===== config.mk =====
export PLATFORM = sky130hd
export DESIGN_NAME = mantissa_addsub_pipe
export DESIGN_NICKNAME = d
export VERILOG_FILES = /design/src/rtl/mantissa_addsub_pipe.sv
export SDC_FILE = /design/constraint.sdc
export NUM_CORES = 1
export LEC_CHECK = 0
export CAP_MARGIN = 20
export CORE_MARGIN = 5
export CORE_UTILIZATION = 37
export DETAILED_ROUTE_END_ITERATION = 10
export GPL_ROUTABILITY_DRIVEN = 0
export PLACE_DENSITY = 0.68
export SYNTH_ARGS = -nofsm -noshare
export SYNTH_HDL_FRONTEND = slang
export SYNTH_SLANG_ARGS = --single-unit

===== constraint.sdc =====
create_clock -name clk -period 4.3 [get_ports clk]
set_input_delay 0.43 -clock clk [delete_from_list [all_inputs] [get_ports clk]]
set_output_delay 0.43 -clock clk [all_outputs]
set_load 0.05 [all_outputs]

===== src/rtl/mantissa_addsub_pipe.sv =====
// mantissa_addsub_pipe: two-stage valid/ready add/subtract of the big mantissa
// and the aligned small mantissa. It returns the result magnitude, the sign and
// a zero flag. An optional leading-zero count is built only when MANT_LZC_EN is
// defined.
//
// Handshake: a beat moves across a boundary when its valid and ready are both
// high at a rising edge. A stage may load when it is empty or when its
// contents leave in the same cycle. This gives full throughput with no bubbles.
// While out_valid is high and out_ready is low, all out_* values hold steady.
module mantissa_addsub_pipe #(
  parameter int MAN_W = 11,
  parameter int GRS_W = 3
) (
  input  logic                           clk,
  input  logic                           rst_n,
  input  logic                           in_valid,
  output logic                           in_ready,
  input  logic [MAN_W+GRS_W-1:0]         aligned_man,
  input  logic [MAN_W-1:0]               big_man,
  input  logic                           big_sign,
  input  logic                           op_int,
  input  logic                           op_final,
  output logic                           out_valid,
  input  logic                           out_ready,
  output logic [MAN_W+GRS_W:0]           res_man,
  output logic                           res_sign,
  output logic                           res_zero
`ifdef MANT_LZC_EN
  ,
  output logic [$clog2(MAN_W+GRS_W+2)-1:0] res_lzc
`endif
);

  localparam int AL_W  = MAN_W + GRS_W;
  localparam int RES_W = AL_W + 1;
  localparam int LZC_W = $clog2(RES_W + 1);

  // Stage 1 registers
  logic             r_s1_valid;
  logic [AL_W-1:0]  r_s1_al;
  logic [MAN_W-1:0] r_s1_big;
  logic             r_s1_sign;
  logic             r_s1_eff_op;

  // Stage 2 registers (these drive the outputs directly)
  logic             r_s2_valid;
  logic [RES_W-1:0] r_s2_man;
  logic             r_s2_sign;
  logic             r_s2_zero;

  logic             w_adv1;
  logic             w_adv2;
  logic [RES_W-1:0] w_b;
  logic [RES_W-1:0] w_a;
  logic [RES_W-1:0] w_sum;
  logic [RES_W:0]   w_diff;
  logic             w_neg;
  logic [RES_W-1:0] w_res_man;
  logic             w_res_zero;
  logic             w_res_sign;

  assign w_adv2   = ~r_s2_valid | out_ready;
  assign w_adv1   = ~r_s1_valid | w_adv2;
  assign in_ready = w_adv1;

  // Stage 1: capture the operands and fold the two op bits into one effective op
  always_ff @(posedge clk or negedge rst_n) begin
    if (!rst_n) begin
      r_s1_valid  <= 1'b0;
      r_s1_al     <= '0;
      r_s1_big    <= '0;
      r_s1_sign   <= 1'b0;
      r_s1_eff_op <= 1'b0;
    end else if (w_adv1) begin
      r_s1_valid <= in_valid;
      if (in_valid) begin
        r_s1_al     <= aligned_man;
        r_s1_big    <= big_man;
        r_s1_sign   <= big_sign;
        r_s1_eff_op <= op_int ^ op_final;
      end
    end
  end

  // Add or subtract the mantissas; a negative difference is flipped to a magnitude
  always_comb begin
    w_b        = {1'b0, r_s1_big, {GRS_W{1'b0}}};
    w_a        = {1'b0, r_s1_al};
    w_sum      = w_b + w_a;
    w_diff     = {1'b0, w_b} - {1'b0, w_a};
    w_neg      = w_diff[RES_W];
    w_res_man  = w_sum;
    w_res_sign = r_s1_sign;
    if (r_s1_eff_op) begin
      if (w_neg) begin
        w_res_man  = w_a - w_b;
        w_res_sign = ~r_s1_sign;
      end else begin
        w_res_man  = w_diff[RES_W-1:0];
      end
    end
    w_res_zero = (w_res_man == '0);
    if (w_res_zero) w_res_sign = 1'b0;
  end

  // Stage 2: register the result; data holds when stage 1 is empty
  always_ff @(posedge clk or negedge rst_n) begin
    if (!rst_n) begin
      r_s2_valid <= 1'b0;
      r_s2_man   <= '0;
      r_s2_sign  <= 1'b0;
      r_s2_zero  <= 1'b0;
    end else if (w_adv2) begin
      r_s2_valid <= r_s1_valid;
      if (r_s1_valid) begin
        r_s2_man  <= w_res_man;
        r_s2_sign <= w_res_sign;
        r_s2_zero <= w_res_zero;
      end
    end
  end

`ifdef MANT_LZC_EN
  logic [LZC_W-1:0] w_lzc;
  logic [LZC_W-1:0] r_s2_lzc;

  // Leading-zero count of the result; gives RES_W for a zero result
  always_comb begin
    w_lzc = LZC_W'(RES_W);
    for (int i = 0; i < RES_W; i++) begin
      if (w_res_man[i]) w_lzc = LZC_W'(RES_W - 1 - i);
    end
  end

  // Register the count alongside the stage-2 result
  always_ff @(posedge clk or negedge rst_n) begin
    if (!rst_n) begin
      r_s2_lzc <= '0;
    end else if (w_adv2 && r_s1_valid) begin
      r_s2_lzc <= w_lzc;
    end
  end

  assign res_lzc = r_s2_lzc;
`endif

  assign out_valid = r_s2_valid;
  assign res_man   = r_s2_man;
  assign res_sign  = r_s2_sign;
  assign res_zero  = r_s2_zero;

endmodule


==> run metrics, run 1 <==
startpoint types=flip-flop; Synth Flop Type=dfrtp_1; total power=0.00219 W; CP required=4.54 ns; Data arrival, critical path=3.92 ns; flop2flop setup slack=0.62 ns; CTS tree=built; Die ar.=11300 sq um; largest net degree at the start of global routing=47; Num CTS Buffers=5; hold_buf cts=0; FP Rows=35; post-cts sizing count=0; I/O pin count=51; # diodes=0; global-route wire length before repair=13400 um; critical path class=flip-flop to flip-flop; final hold viol count=0; via/cell ratio=5.43; maximum capacitance violations=0; Final setup viols=0; clock latency on the worst-skew pair=0.30 ns; status=completed; vias in the first global route=2819; Hold Slack=0.0608 ns; via count=2778; most frequent cells after synthesis=dfrtp_1, ha_1, mux2_2; clock sink count=46; clk_skew=0.00952 ns; post-CTS setup buffers=0; asr flop ratio synth=100%; initial drt markers=222; Post-synth EDFFs=0; Die Wd=106 um; Final Critical Period=3.68 ns; post-synthesis register bit count=46; Nets=469; die height=106 um; layout cells sized above 1=13.2%; critical path peak fanout=11; post-DP HPWL=5990 um; H-tree depth=2; Highest Clock Rate=272 MHz; Root Buffer=clkbuf_8; Slew @ Worst Pin=0.787 ns; Syn Inst Count=356; syn avg cell area=9.63 sq um; Post-Syn Nets=425; Synth area leaders=dfrtp_1, ha_1, mux2_2; synthesized area=3430 sq um; final period utilization=85.5%; max-slew violations=0; Cell Pwr Density=532 nW/um^2; core area=9150 sq um; GRT Overall Usage=14.4%; area growth from synthesis to layout=20.3%; antenna violations before repair=0; leakage=1.86 nW; dominant cell type by area after synthesis=dfrtp_1; effective utilization at floorplan=37.5%; Util after Layout=45.0%; GRT Residual Overflow=0; most common cell in the synthesized netlist=dfrtp_1; clock buffer depth=2; Worst-path clk slew=0.09 ns; Setup TNS=0 ns; worst rel slew slack=47.5%; Pre-antenna DRT Iters=4; post-route ant nets=0; Routed WL=7800 um; share of the synthesized area in the top cell type=33.6%; Residual DRC=0; IO Port Bufs=50; Hold Crit Class=primary input to async pin; RSZ-0062 raised after global routing=false; drt wl/cell=15.2 um; Ys Warns=0; Max VDD drop=196 uV; post-synth cell types=58; CP Capture Type=flip-flop; post-synthesis sequential area ratio=33.6%
[path summary, 6_finish.rpt]
| check | startpoint | endpoint | depth (start not counted) |
|---|---|---|---|
| worst max-delay path | r_s1_al[8]$_DFFE_PN0P_ | res_zero$_DFFE_PN0P_ | 10 |
| worst min-delay path | rst_n | r_s1_big[2]$_DFFE_PN0P_ | 1 |
| worst max register to register | r_s1_al[8]$_DFFE_PN0P_ | res_zero$_DFFE_PN0P_ | 10 |
| worst min register to register | res_man[1]$_DFFE_PN0P_ | res_man[1]$_DFFE_PN0P_ | 2 |
| max in group asynchronous | rst_n | res_man[13]$_DFFE_PN0P_ | 2 |
| min in group clk | res_man[1]$_DFFE_PN0P_ | res_man[1]$_DFFE_PN0P_ | 2 |
[layer usage]
metal	share of wire [%]	global-route usage, %	vias up	wire, um
met1	44	18.4	1323	3450
met4	2.1	4.53	0	164
met5	0	0	-	0
li1	-	-	1347	-
met3	5.7	3.58	16	448
met2	48	23.9	92	3730
[cell families (layout without fill, tap and decap cells)]
logic type / after synthesis / count (layout) / share of synthesized area [%]
DFF: 46 / 46 / 33.6
and+or+nand+nor: 83 / 83 / 12.3
adders and majority gates: 37 / 37 / 13.9
muxes: 37 / 37 / 12.1
AOI/OAI and AO/OA: 91 / 91 / 18.8
buffers and inverters: 49 / 94 / 5.95
xor gates and xnor gates: 13 / 13 / 3.32
[state kept, by name, indices dropped and copies added (netlist names)]
signal,count
out_valid,1
r_s1_sign,1
r_s1_valid,1
res_man,15
res_zero,1
r_s1_eff_op,1
r_s1_al,14
res_sign,1
r_s1_big,11
[layout make-up]
cell class / count / area (sq um)
Multi-Input combinational cell: 261 / 2070
Clock buffer: 5 / 68.8
Tap cell: 111 / 139
Clock inverter: 3 / 40.0
Inverter: 34 / 128
Sequential cell: 46 / 1150
Fill cell: 879 / 5030
Timing Repair Buffer: 52 / 523
[where the power goes]
group          total, W  switching, W  internal, W
Clock          0.000323      0.000151     0.000171
Sequential     0.000628     0.0000887     0.000539
Combinational   0.00124      0.000746     0.000494
[metrics by stage]
stage,instances,cell area (sq um),setup WS [ns]
2_1_floorplan,356,3430,1.29
3_3_place_gp,503,3990,0.777
3_5_place_dp,503,3990,0.719
4_1_cts,511,4100,0.682
5_1_grt,512,4120,0.473
6_report,512,4120,0.622
[cells in the final DEF (no fill, tap or decap), types with 3 or more instances in the layout]
cell type        netlist  routed
nor3_1                10      10
and2_1                 3       3
ha_1                  35      35
a31oi_1                7       7
nor2_1                16      16
dfrtp_1               46      46
nand4_1                3       3
clkbuf_8               0       5
clkdlybuf4s50_1        0      49
o21ai_0               15      15
nand3_1                6       6
a21oi_1               19      19
o31ai_1                4       4
inv_1                 33      33
nand2b_1               5       5
xor2_1                 3       3
nor2b_1                3       3
a21o_1                12      12
xnor2_1               10      10
nand2_1               22      22
mux2_2                35      35
o21bai_1               3       3
o21a_1                 4       4
or3_1                  5       5
[critical path, stage by stage (launching register included)]
cell and delay (ns):
dfrtp_1 0.40, inv_1 0.06, ha_1 0.51, nand4_1 0.30, or3_1 0.57, a21o_1 0.25
o221ai_2 0.14, or4b_1 0.54, nor4_1 0.44, and4b_1 0.27, a22o_1 0.13
Note: power is estimated with default switching activity, not from simulation.
==> run 2: changes to the inputs <==
- SETUP_SLACK_MARGIN: unset -> 0.15
==> results of run 2 <==
Same layout as run 1: the final DEF is identical, and so are final timing and power.
==> run 3: changes to the inputs <==
- MAX_ROUTING_LAYER: unset -> met4
==> run 3 against run 2 <==
Against the previous run:
- clock-buffer cell count stayed put
- hold slack better by 0.0023 ns
- largest power group unchanged
- via count is 0.14% lower
- sequential power hardly changed
- sequential share of layout area stayed put
- register-to-register slack hardly changed
- final cell count stayed put
- combinational power hardly changed
- non-clock buffer count stayed put
- core utilization stayed put
==> run metrics, run 3 (synthesized netlist as in run 1, its figures left out) <==
status=completed; IO Port Bufs=50; met3 WL=402 um; clk_skew=0.00729 ns; area growth from synthesis to layout=20.3%; Switching Share=45.0%; global-route wire length before repair=13400 um; startpoint types=flip-flop; I/O pin count=51; maximum capacitance violations=0; P_sw=0.000987 W; max-slew violations=0; final worst setup slack=0.617 ns; Met2 Wirelength=3700 um; worst r2r path cells=10; post-cts sizing count=0; Worst-path clk slew=0.09 ns; Slew @ Worst Pin=0.771 ns; Critical Path End=res_zero$_DFFE_PN0P_; Die ar.=11300 sq um; Largest register FFs=15; Routed WL=7770 um; Residual DRC=0; Final Critical Period=3.68 ns; GRT Overall Usage=14.8%; post-CTS setup buffers=0; Die Wd=106 um; sequential share of power=28.6%; Util after Layout=45.0%; flop2flop setup slack=0.62 ns; antenna violations before repair=0; CP Capture Type=flip-flop; leakage=1.86 nW; met1 wire length=3470 um; Nets=469; clock sink count=46; Data arrival, critical path=3.93 ns; CP max-delay cell=or3_1; post-route cell area=4120 sq um; most common cell after layout, fill and taps aside=clkdlybuf4s50_1; post-route ant nets=0; vias in the first global route=2811; critical path peak fanout=11; highest-count cells in the layout ignoring fill and taps=clkdlybuf4s50_1, dfrtp_1, mux2_2, ha_1, inv_1; final hold viol count=0; CP required=4.55 ns; largest net degree at the start of global routing=47; Setup TNS=0 ns; Pre-antenna DRT Iters=4; GRT Residual Overflow=0; Logic pwr share=56.6%; Multi-input gate area=2070 sq um; clock buffer depth=2; clock latency on the worst-skew pair=0.31 ns; core area=9150 sq um; via/cell ratio=5.42; total power=0.00219 W; r2r startpoint=r_s1_al[8]$_DFFE_PN0P_; effective utilization at floorplan=37.5%; Final setup viols=0; Placed Area=3990 sq um; Hold Crit Class=primary input to async pin; FILL cells=879; clock share of power=14.8%; final period utilization=85.6%; # diodes=0; pre-CTS setup slack=0.719 ns; RSZ-0062 raised after global routing=false; CTS tree=built; Cell Pwr Density=532 nW/um^2; initial drt markers=271; layout cells sized above 1=13.2%; die height=106 um; Storage cell area=1150 sq um; Critical Path Source=r_s1_al[8]$_DFFE_PN0P_; critical path class=flip-flop to flip-flop; drt wl/cell=15.2 um; Num CTS Buffers=5; hold_buf cts=0; critical path, cell by cell=inv_1 > ha_1 > nand4_1 > or3_1 > a21o_1 > o221ai_2 > or4b_1 > nor4_1 > and4b_1 > a22o_1; Critical Path Max Stage Delay=0.58 ns; Highest Clock Rate=272 MHz; Pint=0.00120 W; Root Buffer=clkbuf_8; post-DP HPWL=5990 um; FP Rows=35; top sig layer=met4; R2R Path End=res_zero$_DFFE_PN0P_; Max VDD drop=197 uV; via count=2774; worst rel slew slack=48.6%; H-tree depth=2
==> run 3: worst min path at each step <==
stage,cells after the start,startpoint,endpoint,slack (ns)
after floorplan,0,rst_n,out_valid$_DFFE_PN0P_,0.13
after global placement,2,res_man[2]$_DFFE_PN0P_,res_man[2]$_DFFE_PN0P_,0.47
after detailed placement,2,res_man[1]$_DFFE_PN0P_,res_man[1]$_DFFE_PN0P_,0.47
after CTS,1,rst_n,r_s1_big[2]$_DFFE_PN0P_,0.34
after global routing,1,rst_n,r_s1_big[1]$_DFFE_PN0P_,0.11
final,1,rst_n,r_s1_big[2]$_DFFE_PN0P_,0.06
==> run 3: area by class of cell <==
type | count | share of cell area (%)
Clock buffer | 5 | 1.67
Clock inverter | 3 | 0.971
Inverter | 34 | 3.10
Multi-Input combinational cell | 261 | 50.3
Sequential cell | 46 | 27.9
Tap cell | 111 | 3.37
Timing Repair Buffer | 52 | 12.7
==> run 3: metal layers <==
| layer | vias up | GRT usage (%) |
|---|---|---|
| met1 | 1310 | 18.8 |
| met3 | 22 | 3.16 |
| met2 | 93 | 23.8 |
| met4 | 0 | 4.53 |
| li1 | 1349 | - |
| met5 | - | - |
==> run 3: metrics by stage <==
step | instances | hold WS (ns)
after floorplan | 356 | 0.134
after global placement | 503 | 0.465
after detailed placement | 503 | 0.473
after CTS | 511 | 0.339
after global routing | 512 | 0.109
final | 512 | 0.0630
==> run 3: worst max-delay path: cells and delay by family, from the launching register on <==
kind | cells | cell delay, ns
buffers and inverters | 1 | 0.06
and+or+nand+nor | 5 | 2.13
adders and majority gates | 1 | 0.51
AOI/OAI and AO/OA | 3 | 0.52
DFF | 1 | 0.40
==> run 3: power groups by stage <==
stage	sequential (W)	combinational (W)	clock [W]
after floorplan	0.000855	0.000661	0
after detailed placement	0.000638	0.00123	0
after CTS	0.000629	0.00124	0.000333
after global placement	0.000632	0.00122	0
final	0.000628	0.00124	0.000325
after global routing	0.000647	0.00134	0.000348
